**config.mk**
```make
export PLATFORM = sky130hd
export DESIGN_NAME = id_ex_stage_flat
export DESIGN_NICKNAME = d
export VERILOG_FILES = /design/src/rtl/riscv_pkg.sv /design/src/rtl/id_ex_stage_if.sv /design/src/rtl/ex_forward_mux.sv /design/src/rtl/id_ex_stage.sv /design/src/flat_wrapper.sv
export SDC_FILE = /design/constraint.sdc
export NUM_CORES = 1
export LEC_CHECK = 0
export BUFFER_PORTS_ARGS = -buffer_cell sky130_fd_sc_hd__buf_2
export CAP_MARGIN = 20
export CORE_AREA = 5 5 143 145
export CTS_BUF_LIST = sky130_fd_sc_hd__clkbuf_2 sky130_fd_sc_hd__clkbuf_4 sky130_fd_sc_hd__clkbuf_8
export DETAILED_ROUTE_END_ITERATION = 6
export DIE_AREA = 0 0 148 150
export PLACE_DENSITY = 0.7
export SLEW_MARGIN = 15
export SYNTH_ARGS = -nofsm -noshare
export SYNTH_HDL_FRONTEND = slang
export SYNTH_SLANG_ARGS = --single-unit
export TNS_END_PERCENT = 1
```
**constraint.sdc**
```tcl
create_clock -name clk -period 4.15 [get_ports clk]
set_input_delay 0.415 -clock clk [delete_from_list [all_inputs] [get_ports clk]]
set_output_delay 0.415 -clock clk [all_outputs]
set_load 0.02 [all_outputs]
```
**src/rtl/riscv_pkg.sv**
```systemverilog
// ============================================================================
// Module : riscv_pkg
// Brief  : Shared datapath widths, ALU op codes, forwarding select encoding.
// Rev    : 1.0  initial release
// ============================================================================
`default_nettype none

package riscv_pkg;

    localparam int XLEN   = 32;
    localparam int REG_AW = 5;
    localparam int OPW    = 4;

    localparam logic [OPW-1:0] ALU_ADD  = 4'b0000;
    localparam logic [OPW-1:0] ALU_SUB  = 4'b0001;
    localparam logic [OPW-1:0] ALU_XOR  = 4'b0010;
    localparam logic [OPW-1:0] ALU_OR   = 4'b0011;
    localparam logic [OPW-1:0] ALU_AND  = 4'b0100;
    localparam logic [OPW-1:0] ALU_SLTU = 4'b0101;
    localparam logic [OPW-1:0] ALU_SLL  = 4'b0110;
    localparam logic [OPW-1:0] ALU_SRL  = 4'b0111;
    localparam logic [OPW-1:0] ALU_SRA  = 4'b1000;
    localparam logic [OPW-1:0] ALU_SLT  = 4'b1001;

    typedef enum logic [1:0] {
        FWD_RF  = 2'd0,
        FWD_EXM = 2'd1,
        FWD_WB  = 2'd2
    } fwd_sel_t;

    // True when a writer of rd (never x0) feeds either source of the reader.
    function automatic logic raw_hit(input logic we, input logic [REG_AW-1:0] rd,
                                     input logic [REG_AW-1:0] rs1, input logic [REG_AW-1:0] rs2);
        return we && (rd != '0) && ((rd == rs1) || (rd == rs2));
    endfunction

endpackage

`default_nettype wire

```
**src/rtl/id_ex_stage_if.sv**
```systemverilog
// ============================================================================
// Module : id_ex_stage_if
// Brief  : ID/EX stage bus: ID fields, EX/MEM and MEM/WB bypass tuples, ALU side.
// Rev    : 1.0  initial release
// ============================================================================
`default_nettype none

interface id_ex_stage_if;
    import riscv_pkg::*;

    logic              flush;
    logic              id_valid;
    logic [XLEN-1:0]   id_pc;
    logic [REG_AW-1:0] id_rs1;
    logic [REG_AW-1:0] id_rs2;
    logic [REG_AW-1:0] id_rd;
    logic [XLEN-1:0]   id_rs1_data;
    logic [XLEN-1:0]   id_rs2_data;
    logic [XLEN-1:0]   id_imm;
    logic [OPW-1:0]    id_alu_op;
    logic              id_alu_src;
    logic              id_op1_pc;
    logic              id_reg_write;
    logic              id_mem_read;
    logic              id_mem_write;

    logic              exm_reg_write;
    logic [REG_AW-1:0] exm_rd;
    logic [XLEN-1:0]   exm_result;
    logic              wb_reg_write;
    logic [REG_AW-1:0] wb_rd;
    logic [XLEN-1:0]   wb_data;

    logic              stall_id;
    logic              ex_valid;
    logic [XLEN-1:0]   ex_pc;
    logic [OPW-1:0]    alu_op;
    logic [XLEN-1:0]   alu_operand1;
    logic [XLEN-1:0]   alu_operand2;
    logic [XLEN-1:0]   ex_store_data;
    logic [REG_AW-1:0] ex_rd;
    logic              ex_reg_write;
    logic              ex_mem_read;
    logic              ex_mem_write;

    modport master (
        output flush, id_valid, id_pc, id_rs1, id_rs2, id_rd, id_rs1_data, id_rs2_data,
               id_imm, id_alu_op, id_alu_src, id_op1_pc, id_reg_write, id_mem_read,
               id_mem_write, exm_reg_write, exm_rd, exm_result, wb_reg_write, wb_rd, wb_data,
        input  stall_id, ex_valid, ex_pc, alu_op, alu_operand1, alu_operand2,
               ex_store_data, ex_rd, ex_reg_write, ex_mem_read, ex_mem_write
    );

    modport slave (
        input  flush, id_valid, id_pc, id_rs1, id_rs2, id_rd, id_rs1_data, id_rs2_data,
               id_imm, id_alu_op, id_alu_src, id_op1_pc, id_reg_write, id_mem_read,
               id_mem_write, exm_reg_write, exm_rd, exm_result, wb_reg_write, wb_rd, wb_data,
        output stall_id, ex_valid, ex_pc, alu_op, alu_operand1, alu_operand2,
               ex_store_data, ex_rd, ex_reg_write, ex_mem_read, ex_mem_write
    );

endinterface

`default_nettype wire

```
**src/rtl/ex_forward_mux.sv**
```systemverilog
// ============================================================================
// Module : ex_forward_mux
// Brief  : Resolves one EX source operand from regfile, EX/MEM or MEM/WB.
// Rev    : 1.0  initial release
// ============================================================================
`default_nettype none

module ex_forward_mux
    import riscv_pkg::*;
(
    input  logic [REG_AW-1:0] i_rs,
    input  logic [XLEN-1:0]   i_rf_data,
    input  logic              i_exm_we,
    input  logic [REG_AW-1:0] i_exm_rd,
    input  logic [XLEN-1:0]   i_exm_data,
    input  logic              i_wb_we,
    input  logic [REG_AW-1:0] i_wb_rd,
    input  logic [XLEN-1:0]   i_wb_data,
    output logic [XLEN-1:0]   o_value
);

    fwd_sel_t w_sel;

    // The younger producer (EX/MEM) wins over the older one.
    always_comb begin
        w_sel = FWD_RF;
        if (i_exm_we && (i_exm_rd == i_rs)) begin
            w_sel = FWD_EXM;
        end else if (i_wb_we && (i_wb_rd == i_rs)) begin
            w_sel = FWD_WB;
        end
    end

    always_comb begin
        o_value = i_rf_data;
        if (i_rs == '0) begin
            o_value = '0;
        end else begin
            case (w_sel)
                FWD_EXM: o_value = i_exm_data;
                FWD_WB:  o_value = i_wb_data;
                default: o_value = i_rf_data;
            endcase
        end
    end

endmodule

`default_nettype wire

```
**src/rtl/id_ex_stage.sv**
```systemverilog
// ============================================================================
// Module : id_ex_stage
// Brief  : ID/EX pipeline register with operand forwarding and hazard stall.
//          Build option FWD_EN: enables bypass muxes (only load-use stalls).
// Rev    : 1.0  initial release
// ============================================================================
`default_nettype none

module id_ex_stage
    import riscv_pkg::*;
(
    input  logic          clk,
    input  logic          rst,
    id_ex_stage_if.slave  bus
);

    logic              r_valid;
    logic [XLEN-1:0]   r_pc;
    logic [REG_AW-1:0] r_rs1;
    logic [REG_AW-1:0] r_rs2;
    logic [REG_AW-1:0] r_rd;
    logic [XLEN-1:0]   r_rs1_data;
    logic [XLEN-1:0]   r_rs2_data;
    logic [XLEN-1:0]   r_imm;
    logic [OPW-1:0]    r_alu_op;
    logic              r_alu_src;
    logic              r_op1_pc;
    logic              r_reg_write;
    logic              r_mem_read;
    logic              r_mem_write;

    logic              w_load_use;
    logic              w_stall;
    logic [XLEN-1:0]   w_fwd_rs1;
    logic [XLEN-1:0]   w_fwd_rs2;

    assign w_load_use = bus.id_valid & r_valid & r_mem_read
                      & raw_hit(1'b1, r_rd, bus.id_rs1, bus.id_rs2);

`ifdef FWD_EN
    assign w_stall = w_load_use;

    ex_forward_mux u_fwd_rs1 (
        .i_rs       (r_rs1),
        .i_rf_data  (r_rs1_data),
        .i_exm_we   (bus.exm_reg_write),
        .i_exm_rd   (bus.exm_rd),
        .i_exm_data (bus.exm_result),
        .i_wb_we    (bus.wb_reg_write),
        .i_wb_rd    (bus.wb_rd),
        .i_wb_data  (bus.wb_data),
        .o_value    (w_fwd_rs1)
    );

    ex_forward_mux u_fwd_rs2 (
        .i_rs       (r_rs2),
        .i_rf_data  (r_rs2_data),
        .i_exm_we   (bus.exm_reg_write),
        .i_exm_rd   (bus.exm_rd),
        .i_exm_data (bus.exm_result),
        .i_wb_we    (bus.wb_reg_write),
        .i_wb_rd    (bus.wb_rd),
        .i_wb_data  (bus.wb_data),
        .o_value    (w_fwd_rs2)
    );
`else
    // Without bypass, ID waits until every in-flight writer of its sources has retired.
    assign w_stall = w_load_use
                   | (bus.id_valid
                      & (raw_hit(r_valid & r_reg_write, r_rd, bus.id_rs1, bus.id_rs2)
                       | raw_hit(bus.exm_reg_write, bus.exm_rd, bus.id_rs1, bus.id_rs2)
                       | raw_hit(bus.wb_reg_write, bus.wb_rd, bus.id_rs1, bus.id_rs2)));

    assign w_fwd_rs1 = r_rs1_data;
    assign w_fwd_rs2 = r_rs2_data;

    logic w_unused;
    assign w_unused = ^{r_rs1, r_rs2, bus.exm_result, bus.wb_data};
`endif

    always_ff @(posedge clk or posedge rst) begin
        if (rst) begin
            r_valid     <= 1'b0;
            r_pc        <= '0;
            r_rs1       <= '0;
            r_rs2       <= '0;
            r_rd        <= '0;
            r_rs1_data  <= '0;
            r_rs2_data  <= '0;
            r_imm       <= '0;
            r_alu_op    <= ALU_ADD;
            r_alu_src   <= 1'b0;
            r_op1_pc    <= 1'b0;
            r_reg_write <= 1'b0;
            r_mem_read  <= 1'b0;
            r_mem_write <= 1'b0;
        end else if (bus.flush || w_stall) begin
            // Bubble: data fields hold, only validity and side-effect controls drop.
            r_valid     <= 1'b0;
            r_reg_write <= 1'b0;
            r_mem_read  <= 1'b0;
            r_mem_write <= 1'b0;
        end else begin
            r_valid     <= bus.id_valid;
            r_pc        <= bus.id_pc;
            r_rs1       <= bus.id_rs1;
            r_rs2       <= bus.id_rs2;
            r_rd        <= bus.id_rd;
            r_rs1_data  <= bus.id_rs1_data;
            r_rs2_data  <= bus.id_rs2_data;
            r_imm       <= bus.id_imm;
            r_alu_op    <= bus.id_alu_op;
            r_alu_src   <= bus.id_alu_src;
            r_op1_pc    <= bus.id_op1_pc;
            r_reg_write <= bus.id_reg_write & bus.id_valid;
            r_mem_read  <= bus.id_mem_read  & bus.id_valid;
            r_mem_write <= bus.id_mem_write & bus.id_valid;
        end
    end

    assign bus.stall_id      = w_stall;
    assign bus.ex_valid      = r_valid;
    assign bus.ex_pc         = r_pc;
    assign bus.alu_op        = r_alu_op;
    assign bus.alu_operand1  = r_op1_pc  ? r_pc  : w_fwd_rs1;
    assign bus.alu_operand2  = r_alu_src ? r_imm : w_fwd_rs2;
    assign bus.ex_store_data = w_fwd_rs2;
    assign bus.ex_rd         = r_rd;
    assign bus.ex_reg_write  = r_valid & r_reg_write;
    assign bus.ex_mem_read   = r_valid & r_mem_read;
    assign bus.ex_mem_write  = r_valid & r_mem_write;

endmodule

`default_nettype wire
```
**src/flat_wrapper.sv**
```systemverilog
// flat-port wrapper written by rule: the top's interface ports become plain ports
module id_ex_stage_flat import riscv_pkg::*;
  (clk, rst, bus_flush, bus_id_valid, bus_id_pc, bus_id_rs1, bus_id_rs2, bus_id_rd, bus_id_rs1_data, bus_id_rs2_data, bus_id_imm, bus_id_alu_op, bus_id_alu_src, bus_id_op1_pc, bus_id_reg_write, bus_id_mem_read, bus_id_mem_write, bus_exm_reg_write, bus_exm_rd, bus_exm_result, bus_wb_reg_write, bus_wb_rd, bus_wb_data, bus_stall_id, bus_ex_valid, bus_ex_pc, bus_alu_op, bus_alu_operand1, bus_alu_operand2, bus_ex_store_data, bus_ex_rd, bus_ex_reg_write, bus_ex_mem_read, bus_ex_mem_write);
  id_ex_stage_if bus_i ();
  input  logic clk;
  input  logic rst;
  input wire logic [$bits(bus_i.flush)-1:0] bus_flush;
  input wire logic [$bits(bus_i.id_valid)-1:0] bus_id_valid;
  input wire logic [$bits(bus_i.id_pc)-1:0] bus_id_pc;
  input wire logic [$bits(bus_i.id_rs1)-1:0] bus_id_rs1;
  input wire logic [$bits(bus_i.id_rs2)-1:0] bus_id_rs2;
  input wire logic [$bits(bus_i.id_rd)-1:0] bus_id_rd;
  input wire logic [$bits(bus_i.id_rs1_data)-1:0] bus_id_rs1_data;
  input wire logic [$bits(bus_i.id_rs2_data)-1:0] bus_id_rs2_data;
  input wire logic [$bits(bus_i.id_imm)-1:0] bus_id_imm;
  input wire logic [$bits(bus_i.id_alu_op)-1:0] bus_id_alu_op;
  input wire logic [$bits(bus_i.id_alu_src)-1:0] bus_id_alu_src;
  input wire logic [$bits(bus_i.id_op1_pc)-1:0] bus_id_op1_pc;
  input wire logic [$bits(bus_i.id_reg_write)-1:0] bus_id_reg_write;
  input wire logic [$bits(bus_i.id_mem_read)-1:0] bus_id_mem_read;
  input wire logic [$bits(bus_i.id_mem_write)-1:0] bus_id_mem_write;
  input wire logic [$bits(bus_i.exm_reg_write)-1:0] bus_exm_reg_write;
  input wire logic [$bits(bus_i.exm_rd)-1:0] bus_exm_rd;
  input wire logic [$bits(bus_i.exm_result)-1:0] bus_exm_result;
  input wire logic [$bits(bus_i.wb_reg_write)-1:0] bus_wb_reg_write;
  input wire logic [$bits(bus_i.wb_rd)-1:0] bus_wb_rd;
  input wire logic [$bits(bus_i.wb_data)-1:0] bus_wb_data;
  output wire logic [$bits(bus_i.stall_id)-1:0] bus_stall_id;
  output wire logic [$bits(bus_i.ex_valid)-1:0] bus_ex_valid;
  output wire logic [$bits(bus_i.ex_pc)-1:0] bus_ex_pc;
  output wire logic [$bits(bus_i.alu_op)-1:0] bus_alu_op;
  output wire logic [$bits(bus_i.alu_operand1)-1:0] bus_alu_operand1;
  output wire logic [$bits(bus_i.alu_operand2)-1:0] bus_alu_operand2;
  output wire logic [$bits(bus_i.ex_store_data)-1:0] bus_ex_store_data;
  output wire logic [$bits(bus_i.ex_rd)-1:0] bus_ex_rd;
  output wire logic [$bits(bus_i.ex_reg_write)-1:0] bus_ex_reg_write;
  output wire logic [$bits(bus_i.ex_mem_read)-1:0] bus_ex_mem_read;
  output wire logic [$bits(bus_i.ex_mem_write)-1:0] bus_ex_mem_write;
  assign bus_i.flush = bus_flush;
  assign bus_i.id_valid = bus_id_valid;
  assign bus_i.id_pc = bus_id_pc;
  assign bus_i.id_rs1 = bus_id_rs1;
  assign bus_i.id_rs2 = bus_id_rs2;
  assign bus_i.id_rd = bus_id_rd;
  assign bus_i.id_rs1_data = bus_id_rs1_data;
  assign bus_i.id_rs2_data = bus_id_rs2_data;
  assign bus_i.id_imm = bus_id_imm;
  assign bus_i.id_alu_op = bus_id_alu_op;
  assign bus_i.id_alu_src = bus_id_alu_src;
  assign bus_i.id_op1_pc = bus_id_op1_pc;
  assign bus_i.id_reg_write = bus_id_reg_write;
  assign bus_i.id_mem_read = bus_id_mem_read;
  assign bus_i.id_mem_write = bus_id_mem_write;
  assign bus_i.exm_reg_write = bus_exm_reg_write;
  assign bus_i.exm_rd = bus_exm_rd;
  assign bus_i.exm_result = bus_exm_result;
  assign bus_i.wb_reg_write = bus_wb_reg_write;
  assign bus_i.wb_rd = bus_wb_rd;
  assign bus_i.wb_data = bus_wb_data;
  assign bus_stall_id = bus_i.stall_id;
  assign bus_ex_valid = bus_i.ex_valid;
  assign bus_ex_pc = bus_i.ex_pc;
  assign bus_alu_op = bus_i.alu_op;
  assign bus_alu_operand1 = bus_i.alu_operand1;
  assign bus_alu_operand2 = bus_i.alu_operand2;
  assign bus_ex_store_data = bus_i.ex_store_data;
  assign bus_ex_rd = bus_i.ex_rd;
  assign bus_ex_reg_write = bus_i.ex_reg_write;
  assign bus_ex_mem_read = bus_i.ex_mem_read;
  assign bus_ex_mem_write = bus_i.ex_mem_write;
  id_ex_stage u_core (.clk(clk), .rst(rst), .bus(bus_i));
endmodule
```
==> results of run 1 <==
==> what timing repair did <==
action	4_1_cts	5_1_grt
hold endpoints to repair	0	17
gates resized for setup	0	0
hold buffers	0	1
==> registers in the layout (all words and copies together) (netlist names) <==
signal	cells
u_core.bus.alu_op	4
u_core.bus.ex_valid	1
u_core.r_mem_read	1
u_core.r_alu_src	1
u_core.r_rs1_data	32
u_core.bus.ex_store_data	32
u_core.bus.ex_pc	32
u_core.r_mem_write	1
u_core.r_imm	32
u_core.bus.ex_rd	5
u_core.r_op1_pc	1
u_core.r_reg_write	1
==> routing by layer <==
| metal | vias to the layer above | global-route usage (%) | part of all wire, % |
|---|---|---|---|
| li1 | 2169 | - | - |
| met2 | 180 | 26.2 | 50 |
| met1 | 2210 | 18.7 | 41 |
| met5 | - | 0 | 0.16 |
| met3 | 19 | 5.06 | 7.7 |
| met4 | 4 | 4.39 | 1.3 |
==> final timing paths <==
kind / startpoint / endpoint / slack (ns) / cells after the start
setup / recovery: u_core.bus.ex_rd[2]$_DFFE_PP0N_ / u_core.bus.ex_store_data[12]$_DFFE_PP0N_ / 1.44 / 7
hold / removal: bus_id_mem_write / u_core.r_mem_write$_DFF_PP0_ / 0.19 / 2
setup reg to reg: u_core.bus.ex_rd[2]$_DFFE_PP0N_ / u_core.bus.ex_store_data[12]$_DFFE_PP0N_ / 1.44 / 7
hold reg to reg: u_core.bus.alu_op[3]$_DFFE_PP0N_ / u_core.bus.alu_op[3]$_DFFE_PP0N_ / 0.51 / 1
max in group asynchronous: rst / u_core.r_mem_write$_DFF_PP0_ / 2.72 / 5
min in group asynchronous: rst / u_core.bus.ex_valid$_DFF_PP0_ / 0.57 / 3
==> power groups by stage <==
stage          registers (uW)  logic (uW)  clock network [uW]
2_1_floorplan            1770         675                   0
3_3_place_gp             1690        1130                   0
3_5_place_dp             1690        1140                   0
4_1_cts                  1670        1140                1060
5_1_grt                  1690        1200                1120
6_report                 1670        1130                1010
==> kinds of logic (layout without fill, tap and decap cells) <==
family                 Yosys count  count (layout)  share of synthesized area [%]
AO/OA/AOI/OAI                    9               9                          0.851
XOR/XNOR                        30              30                           3.80
buffers and inverters           26             353                           2.68
flip-flops                     143             143                           51.8
multiplexers                   203             203                           39.1
AND/OR/NAND/NOR                 24              24                           1.79
==> final cells by class <==
class | instances | area (sq um) | share of cell area (%)
flip-flops and latches | 143 | 3580 | 39.5
inverters | 3 | 15.0 | 0.166
multi-input cells | 266 | 3160 | 34.8
repair buffers | 318 | 1650 | 18.3
clock inverters | 12 | 88.8 | 0.981
clock buffers | 20 | 269 | 2.97
well taps | 238 | 298 | 3.29
==> cells in the mapped netlist (3+ instances only) <==
cell      number
dfrtp_1      143
buf_6         11
mux2_4       110
nand2_1        6
o22ai_1        3
clkbuf_1      10
and2_1         6
mux2_2        93
nand3_1        6
xnor2_1       30
inv_1          3
==> worst max-delay path, delay by kind of cell (launching register included) <==
family | cells | cell delay, ns
buffers and inverters | 1 | 0.78
AO/OA/AOI/OAI | 3 | 0.61
flip-flops | 1 | 0.47
multiplexers | 1 | 0.36
XOR/XNOR | 1 | 0.19
AND/OR/NAND/NOR | 1 | 0.10
==> per-stage QoR <==
stage / setup WS (ns) / hold slack (ns) / utilization (%) / area [sq um] / total power, uW
floorplan: 1.76 / 0.474 / - / 6910 / 2450
global placement: 1.12 / 0.484 / 45.4 / 8670 / 2820
detailed placement: 1.09 / 0.488 / 45.4 / 8670 / 2830
CTS: 1.42 / 0.143 / 47.3 / 9030 / 3870
global route: 1.26 / 0.158 / 47.5 / 9060 / 4010
finish: 1.44 / 0.189 / 47.5 / 9060 / 3810
==> out/results.tsv, run 1 <==
metric	value	unit
clk_skew	0.0118	ns
HP Class	input port to flop	
initial antenna violation count	2	
total track usage	15.4	%
Critical Path Start Type	flop	
total CTS buffers	17	
sequential area share after synthesis	51.8	%
Core Box Area	0.0191	sq mm
synthesized flop and latch total	143	
Vias	4582	
sequential group share of total power	43.8	%
post-synth top area share	51.8	%
main flop type after synthesis	dfrtp_1	
share of post-route cells with drive strength above 1	72.7	%
post-CTS setup buffer count	0	
WS Path Type	flop to flop	
initial core utilization	36.2	%
commonest non-fill, non-tap cell in the layout	buf_2	
Post-synth EDFFs	0	
most frequent cells in the layout	309 x buf_2, 143 x dfrtp_1, 110 x mux2_4, 93 x mux2_2, 30 x xnor2_1	
Antenna Nets Post-Route	0	
Die Y	150	microns
first-pass iteration count of the detailed router	4	
WL final	17200	microns
CP Max Fanout	56	
fillcell total	1705	
Setup Viol. Count Final	0	
drt wl/cell	17.2	microns
synth top area cells	dfrtp_1 52%, mux2_4 24%, mux2_2 15%	
CTS sink cnt	143	
Clock Latency Late Sink	0.44	ns
worst vdd ir	0.195	mV
Critical-path top delay cell	buf_4	
CTS tree	yes	
Distinct cells, synth	22	
synth warn	0	
Clock transition at path regs	0.08	ns
first-pass GRT wire length	27000	microns
drt via density	4.58	
# diodes	0	
First DRT Iteration DRCs	123	
DP Cell Count	966	
Critical Path End Type	flop	
Worst-Margin Slew	1.02	ns
gpl congestion	0.762	
fin cells	1000	
switch share	32.6	%
Remaining Overflow, GRT	0	
required time of the critical path	4.47	ns
Clock Tree Buf Depth	2	
CTS Root Cell	clkbuf_8	
DRC viols	0	
min cycle time layout	2.71	ns
Synth Cell Area	0.00691	sq mm
vias in the first global route	5061	
hpwl dp	12700	microns
max incr delay on CP	0.78	ns
dominant cell type by area after synthesis	dfrtp_1	
combinational share of power	29.6	%
Crit path arrival time	3.02	ns
Slew Limit Fails	0	
number of hold violations in the final report	0	
setup tns final	0	ns
sw power	1240	uW
Lkg Pwr	0.00454	uW
largest net degree at the start of global routing	84	
IO Port Bufs	309	
die width	148	microns
row cnt	51	
die footprint	0.0222	sq mm
fin crit share	65.2	%
worst-path cell chain	xnor2_1 > nand3_1 > o22ai_1 > a222oi_1 > o21ai_4 > buf_4 > mux2_4	
Synth Instances	435	
Syn Nets	667	
slew margin rel.	32.0	%
Final Net Count	981	
RSZ-0062 raised after global routing	false	
FMAX	0.369	GHz
Layout area overhead	31.1	%
Synth Area per Inst	15.9	sq um
I/O pins	374	
maxcap violations	0	
outcome	finished, final reports clean	
clock network power share	26.6	%
Power Dens Cells	420	mW/mm^2
Async SR Flop Fraction	100	%
Internal	2560	uW
H-tree depth	4	
(Power assumes the default switching activity.)
==> inputs of run 2 (changes only) <==
Settings changed: PLACE_DENSITY 0.7 to 0.68.
Clock period 4.15 ns to 2.83 ns, I/O delays scaled along.
==> run 2 against run 1 <==
  * Global-route usage down 0.16 points
  * Critical path type unchanged
  * Non-clock buffer count up 1
  * Critical path depth up 1
  * Largest cell class unchanged
  * Utilization up 0.70 points
  * Largest power group unchanged
  * Clock-buffer cell count down 1
  * Die area unchanged
==> out/results.tsv, run 2 (synthesized netlist as in run 1, its figures left out) <==
metric	value	unit	change
outcome	finished, final reports clean		unchanged
# diodes	0		unchanged
min cycle time layout	2.59	ns	was 2.71 ns
Clock Latency Late Sink	0.43	ns	was 0.44 ns
register area	0.00358	sq mm	unchanged
FMAX	0.387	GHz	was 0.369 GHz
HP Class	input port to flop		unchanged
Slew Limit Fails	0		unchanged
Die Y	150	microns	unchanged
vias in the first global route	5064		was 5061
die footprint	0.0222	sq mm	unchanged
first-pass iteration count of the detailed router	4		unchanged
clk_skew	0.0121	ns	was 0.0118 ns
worst vdd ir	0.276	mV	was 0.195 mV
drt wl/cell	17.4	microns	was 17.2 microns
hpwl dp	13000	microns	was 12700 microns
Core Box Area	0.0191	sq mm	unchanged
initial antenna violation count	0		was 2
Final Net Count	982		was 981
setup tns final	0	ns	unchanged
WL final	17400	microns	was 17200 microns
maxcap violations	0		unchanged
H-tree depth	4		unchanged
Power Total	6020	uW	was 3810 uW
slew margin rel.	62.5	%	was 32.0%
Setup Viol. Count Final	0		unchanged
Internal	4200	uW	was 2560 uW
total track usage	15.2	%	was 15.4%
clock network power share	31.8	%	was 26.6%
critical hold path startpoint	bus_id_reg_write		was bus_id_mem_write
drt via density	4.65		was 4.58
switch share	30.2	%	was 32.6%
combinational share of power	27.5	%	was 29.6%
First DRT Iteration DRCs	85		was 123
reg2reg path depth	8		was 7
largest net degree at the start of global routing	67		was 84
Worst R2R Start	u_core.bus.ex_rd[2]$_DFFE_PP0N_		unchanged
Critical Path Start Type	flop		unchanged
CTS Root Cell	clkbuf_8		unchanged
Resized Gates After CTS	0		unchanged
I/O pins	374		unchanged
Clock transition at path regs	0.08	ns	about the same
Hold Crit Depth	2		unchanged
Remaining Overflow, GRT	0		unchanged
sw power	1820	uW	was 1240 uW
CTS sink cnt	143		unchanged
most frequent cells in the layout	309 x buf_2, 143 x dfrtp_1, 110 x mux2_4, 93 x mux2_2, 30 x xnor2_1		unchanged
Layout area overhead	33.1	%	was 31.1%
Crit path arrival time	2.90	ns	was 3.02 ns
required time of the critical path	3.14	ns	was 4.47 ns
CP Max Fanout	50		was 56
CTS tree	yes		unchanged
Crit. Startpoint	u_core.bus.ex_rd[2]$_DFFE_PP0N_		unchanged
Power Dens Cells	655	mW/mm^2	was 420 mW/mm^2
Vias	4659		was 4582
commonest non-fill, non-tap cell in the layout	buf_2		unchanged
total CTS buffers	17		unchanged
Critical Path End Type	flop		unchanged
row cnt	51		unchanged
die width	148	microns	unchanged
RSZ-0062 raised after global routing	false		unchanged
initial core utilization	36.2	%	unchanged
Lkg Pwr	0.00461	uW	was 0.00454 uW
WS Path Type	flop to flop		unchanged
fin crit share	91.4	%	was 65.2%
IO Port Bufs	309		unchanged
fillcell total	1714		was 1705
Antenna Nets Post-Route	0		unchanged
Clock Tree Buf Depth	2		unchanged
footprint of the multi-input gates	0.00316	sq mm	unchanged
first-pass GRT wire length	26900	microns	was 27000 microns
Worst-Margin Slew	0.560	ns	was 1.02 ns
share of post-route cells with drive strength above 1	72.7	%	about the same
number of hold violations in the final report	0		unchanged
DRC viols	0		unchanged
gpl congestion	0.764		was 0.762
sequential group share of total power	40.7	%	was 43.8%
[run 2: cell count changes in the layout (fill, tap and decap cells not counted), sizes merged]
| cell | change |
|---|---|
| buf | +1 |
| bufinv | +5 |
| clkbuf | -1 |
| clkinv | -1 |
| clkinvlp | -4 |
| inv | +1 |
[run 2: final timing paths]
kind	endpoint	slack, ns
worst max register to register	u_core.bus.ex_pc[13]$_DFFE_PP0N_	0.24
max in group asynchronous	u_core.bus.ex_pc[13]$_DFFE_PP0N_	1.67
worst min register to register	u_core.r_imm[25]$_DFFE_PP0N_	0.51
min in group asynchronous	u_core.bus.alu_op[3]$_DFFE_PP0N_	0.37
worst min-delay path	u_core.r_reg_write$_DFF_PP0_	0.07
worst max-delay path	u_core.bus.ex_pc[13]$_DFFE_PP0N_	0.24
[run 2: cell type report]
class,instances,share of cell area (%)
Timing Repair Buffer,319,18.2
Tap cell,238,3.24
Inverter,3,0.163
Clock inverter,13,2.27
Clock buffer,19,2.85
Sequential cell,143,38.9
Multi-Input combinational cell,266,34.3
[run 2: what timing repair did]
action | 4_1_cts | 5_1_grt
buffers inserted | 0 | 0
hold buffers | 1 | 0
endpoints found under the setup margin | 0 | 0
hold endpoints to repair | 9 | 0
[run 2: metal layers]
| metal | GRT usage (%) | vias to the layer above | share of wire [%] |
|---|---|---|---|
| li1 | - | 2181 | - |
| met1 | 18.3 | 2280 | 41 |
| met2 | 25.9 | 183 | 49 |
| met3 | 5.45 | 15 | 8.1 |
| met4 | 4.25 | 0 | 1.3 |
| met5 | 0 | - | 0 |
[run 2: critical path, stage by stage, from the launching register on]
cell and delay [ns]:
dfrtp_1 0.45, xnor2_1 0.18, nand3_1 0.10, o22ai_1 0.18, a222oi_1 0.11, buf_4 0.16, o21ai_4 0.45, buf_12 0.38
mux2_2 0.39
[run 2: through the flow]
step	instance area [sq um]	cells	util, %	setup WS [ns]	hold WS [ns]
after floorplan	6910	435	-	0.572	0.412
after global placement	8710	968	45.7	0.279	0.249
after detailed placement	8710	968	45.7	0.252	0.255
after CTS	9190	1001	48.2	0.226	0.0313
after global routing	9190	1001	48.2	0.0779	0.0246
final	9190	1001	48.2	0.244	0.0703
[run 2: power by group through the flow]
| stage | registers (uW) | clock network [uW] | logic [uW] |
|---|---|---|---|
| global placement | 2480 | 0 | 1660 |
| global route | 2480 | 2070 | 1770 |
| finish | 2450 | 1910 | 1650 |
| floorplan | 2600 | 0 | 989 |
| detailed placement | 2490 | 0 | 1680 |
| CTS | 2450 | 1980 | 1680 |
==> inputs of run 3 (changes only) <==
Settings changed: PLACE_DENSITY 0.68 to 0.7.
==> run 3 against run 2 <==
  * Global-route usage shrank 0.074 points
  * Via count shrank 2.0%
  * Fmax grew 6.1%
  * Non-clock buffer count shrank 2
  * Die area is the same
  * Flip-flop and latch count is the same
  * Utilization shrank 0.36 points
  * Worst setup slack gained 0.15 ns
  * Critical path depth is the same
==> out/results.tsv, run 3 (synthesized netlist as in run 1, its figures left out) <==
metric	value	unit	change
outcome	finished, final reports clean		unchanged
Antenna Nets Post-Route	0		unchanged
Power Total	5830	uW	was 6020 uW
fin util	47.8	%	was 48.2%
Clock Tree Buf Depth	2		unchanged
Setup crit end	u_core.bus.ex_pc[18]$_DFFE_PP0N_		was u_core.bus.ex_pc[13]$_DFFE_PP0N_
DP Cell Count	966		was 968
Worst R2R Start	u_core.bus.ex_rd[2]$_DFFE_PP0N_		unchanged
Critical Path End Type	flop		unchanged
gpl congestion	0.756		was 0.764
Critical-path top delay cell	dfrtp_1		unchanged
WP buf/inv	2		unchanged
WL final	16900	microns	was 17400 microns
worst hold margin	0.0486	ns	was 0.0703 ns
total CTS buffers	17		unchanged
Worst-Margin Slew	0.621	ns	was 0.560 ns
Worst path top cell family by delay	buffers and inverters		was compound AO/OA/AOI/OAI gates
reg2reg path depth	8		unchanged
Crit. Startpoint	u_core.bus.ex_rd[2]$_DFFE_PP0N_		unchanged
RSZ-0062 raised after global routing	false		unchanged
largest net degree at the start of global routing	78		was 67
maxcap violations	0		unchanged
slew margin rel.	58.5	%	was 62.5%
die width	148	microns	unchanged
Final Net Count	980		was 982
FMAX	0.410	GHz	was 0.387 GHz
first-pass iteration count of the detailed router	4		unchanged
die footprint	0.0222	sq mm	unchanged
HP Class	input port to flop		unchanged
Layout area overhead	32.1	%	was 33.1%
most frequent cells in the layout	309 x buf_2, 143 x dfrtp_1, 110 x mux2_4, 93 x mux2_2, 30 x xnor2_1		unchanged
Die Y	150	microns	unchanged
CTS sink cnt	143		unchanged
number of hold violations in the final report	0		unchanged
Resized Gates After CTS	0		unchanged
Clock Latency Late Sink	0.43	ns	about the same
Slew Limit Fails	0		unchanged
Remaining Overflow, GRT	0		unchanged
setup tns final	0	ns	unchanged
IO Port Bufs	309		unchanged
drt wl/cell	17.0	microns	was 17.4 microns
Crit path arrival time	2.76	ns	was 2.90 ns
WS Path Type	flop to flop		unchanged
fin crit share	86.1	%	was 91.4%
max incr delay on CP	0.45	ns	about the same
initial antenna violation count	2		was 0
total track usage	15.2	%	about the same
share of post-route cells with drive strength above 1	72.6	%	was 72.7%
r2r setup slk	0.39	ns	was 0.24 ns
# diodes	0		unchanged
initial core utilization	36.2	%	unchanged
hpwl dp	12500	microns	was 13000 microns
required time of the critical path	3.15	ns	was 3.14 ns
H-tree depth	4		unchanged
CP Max Fanout	77		was 50
FF-to-FF End	u_core.bus.ex_pc[18]$_DFFE_PP0N_		was u_core.bus.ex_pc[13]$_DFFE_PP0N_
Critical Path Start Type	flop		unchanged
Clock transition at path regs	0.09	ns	was 0.08 ns
vias in the first global route	5084		was 5064
DRC viols	0		unchanged
Setup Viol. Count Final	0		unchanged
Hold Crit Depth	2		unchanged
drt via density	4.58		was 4.65
Power Dens Cells	639	mW/mm^2	was 655 mW/mm^2
row cnt	51		unchanged
worst-path cell chain	xnor2_1 > nand3_1 > o22ai_1 > a222oi_1 > buf_4 > o21ai_4 > buf_12 > mux2_2		unchanged
CTS Root Cell	clkbuf_8		unchanged
first-pass GRT wire length	26900	microns	about the same
First DRT Iteration DRCs	81		was 85
CTS tree	yes		unchanged
stages on the worst setup path	8		unchanged
Core Box Area	0.0191	sq mm	unchanged
Lkg Pwr	0.00458	uW	was 0.00461 uW
min cycle time layout	2.44	ns	was 2.59 ns
I/O pins	374		unchanged
commonest non-fill, non-tap cell in the layout	buf_2		unchanged
clk_skew	0.0121	ns	about the same
worst vdd ir	0.330	mV	was 0.276 mV
Vias	4568		was 4659
fin cells	997		was 1001
==> run 3: cell types whose count changed in the layout (fill, tap and decap cells not counted) <==
cell | previous run | this run
buf_4 | 5 | 3
bufinv_16 | 5 | 3
clkinvlp_4 | 4 | 2
inv_6 | 2 | 4
clkinv_2 | 2 | 1
clkinv_4 | 1 | 2
==> run 3: area by class of cell <==
class	count	area [sq um]
Clock inverter	11	155
Multi-Input combinational cell	266	3160
Sequential cell	143	3580
Clock buffer	19	262
Inverter	3	15.0
Fill cell	1709	9960
Tap cell	238	298
Timing Repair Buffer	317	1660
==> run 3: worst min path at each step <==
stage,startpoint,endpoint,slack (ns)
2_1_floorplan,bus_id_mem_read,u_core.r_mem_read$_DFF_PP0_,0.41
3_3_place_gp,rst,u_core.bus.alu_op[3]$_DFFE_PP0N_,0.39
3_5_place_dp,rst,u_core.bus.alu_op[3]$_DFFE_PP0N_,0.39
4_1_cts,bus_id_reg_write,u_core.r_reg_write$_DFF_PP0_,0.01
5_1_grt,bus_id_reg_write,u_core.r_reg_write$_DFF_PP0_,0.006
6_report,bus_id_reg_write,u_core.r_reg_write$_DFF_PP0_,0.05
==> run 3: through the flow <==
step / worst slack (ns) / cell area [sq um]
global placement: 0.261 / 8700
finish: 0.392 / 9120
detailed placement: 0.317 / 8700
global route: 0.273 / 9120
CTS: 0.399 / 9120
floorplan: 0.572 / 6910
==> run 3: report_power, final <==
group	total (uW)	leakage, uW	internal (uW)	switching (uW)
clock	1730	0.000209	923	805
sequential	2450	0.00168	2280	168
combinational	1650	0.00269	815	832
total	5830	0.00458	4020	1810
==> run 3: repair_timing <==
action / 4_1_cts / 5_1_grt
endpoints found under the setup margin: 0 / 0
setup buffers: 0 / 0
endpoints found under the hold margin: 24 / 0
hold buffers: 1 / 0
==> run 3: routing by layer <==
layer  GRT usage (%)  wire (microns)  share of wire [%]
met5               0              27               0.16
met4            3.74             181                1.1
met3            6.03            1440                8.5
met2            25.3            8470                 50
met1            18.4            6790                 40
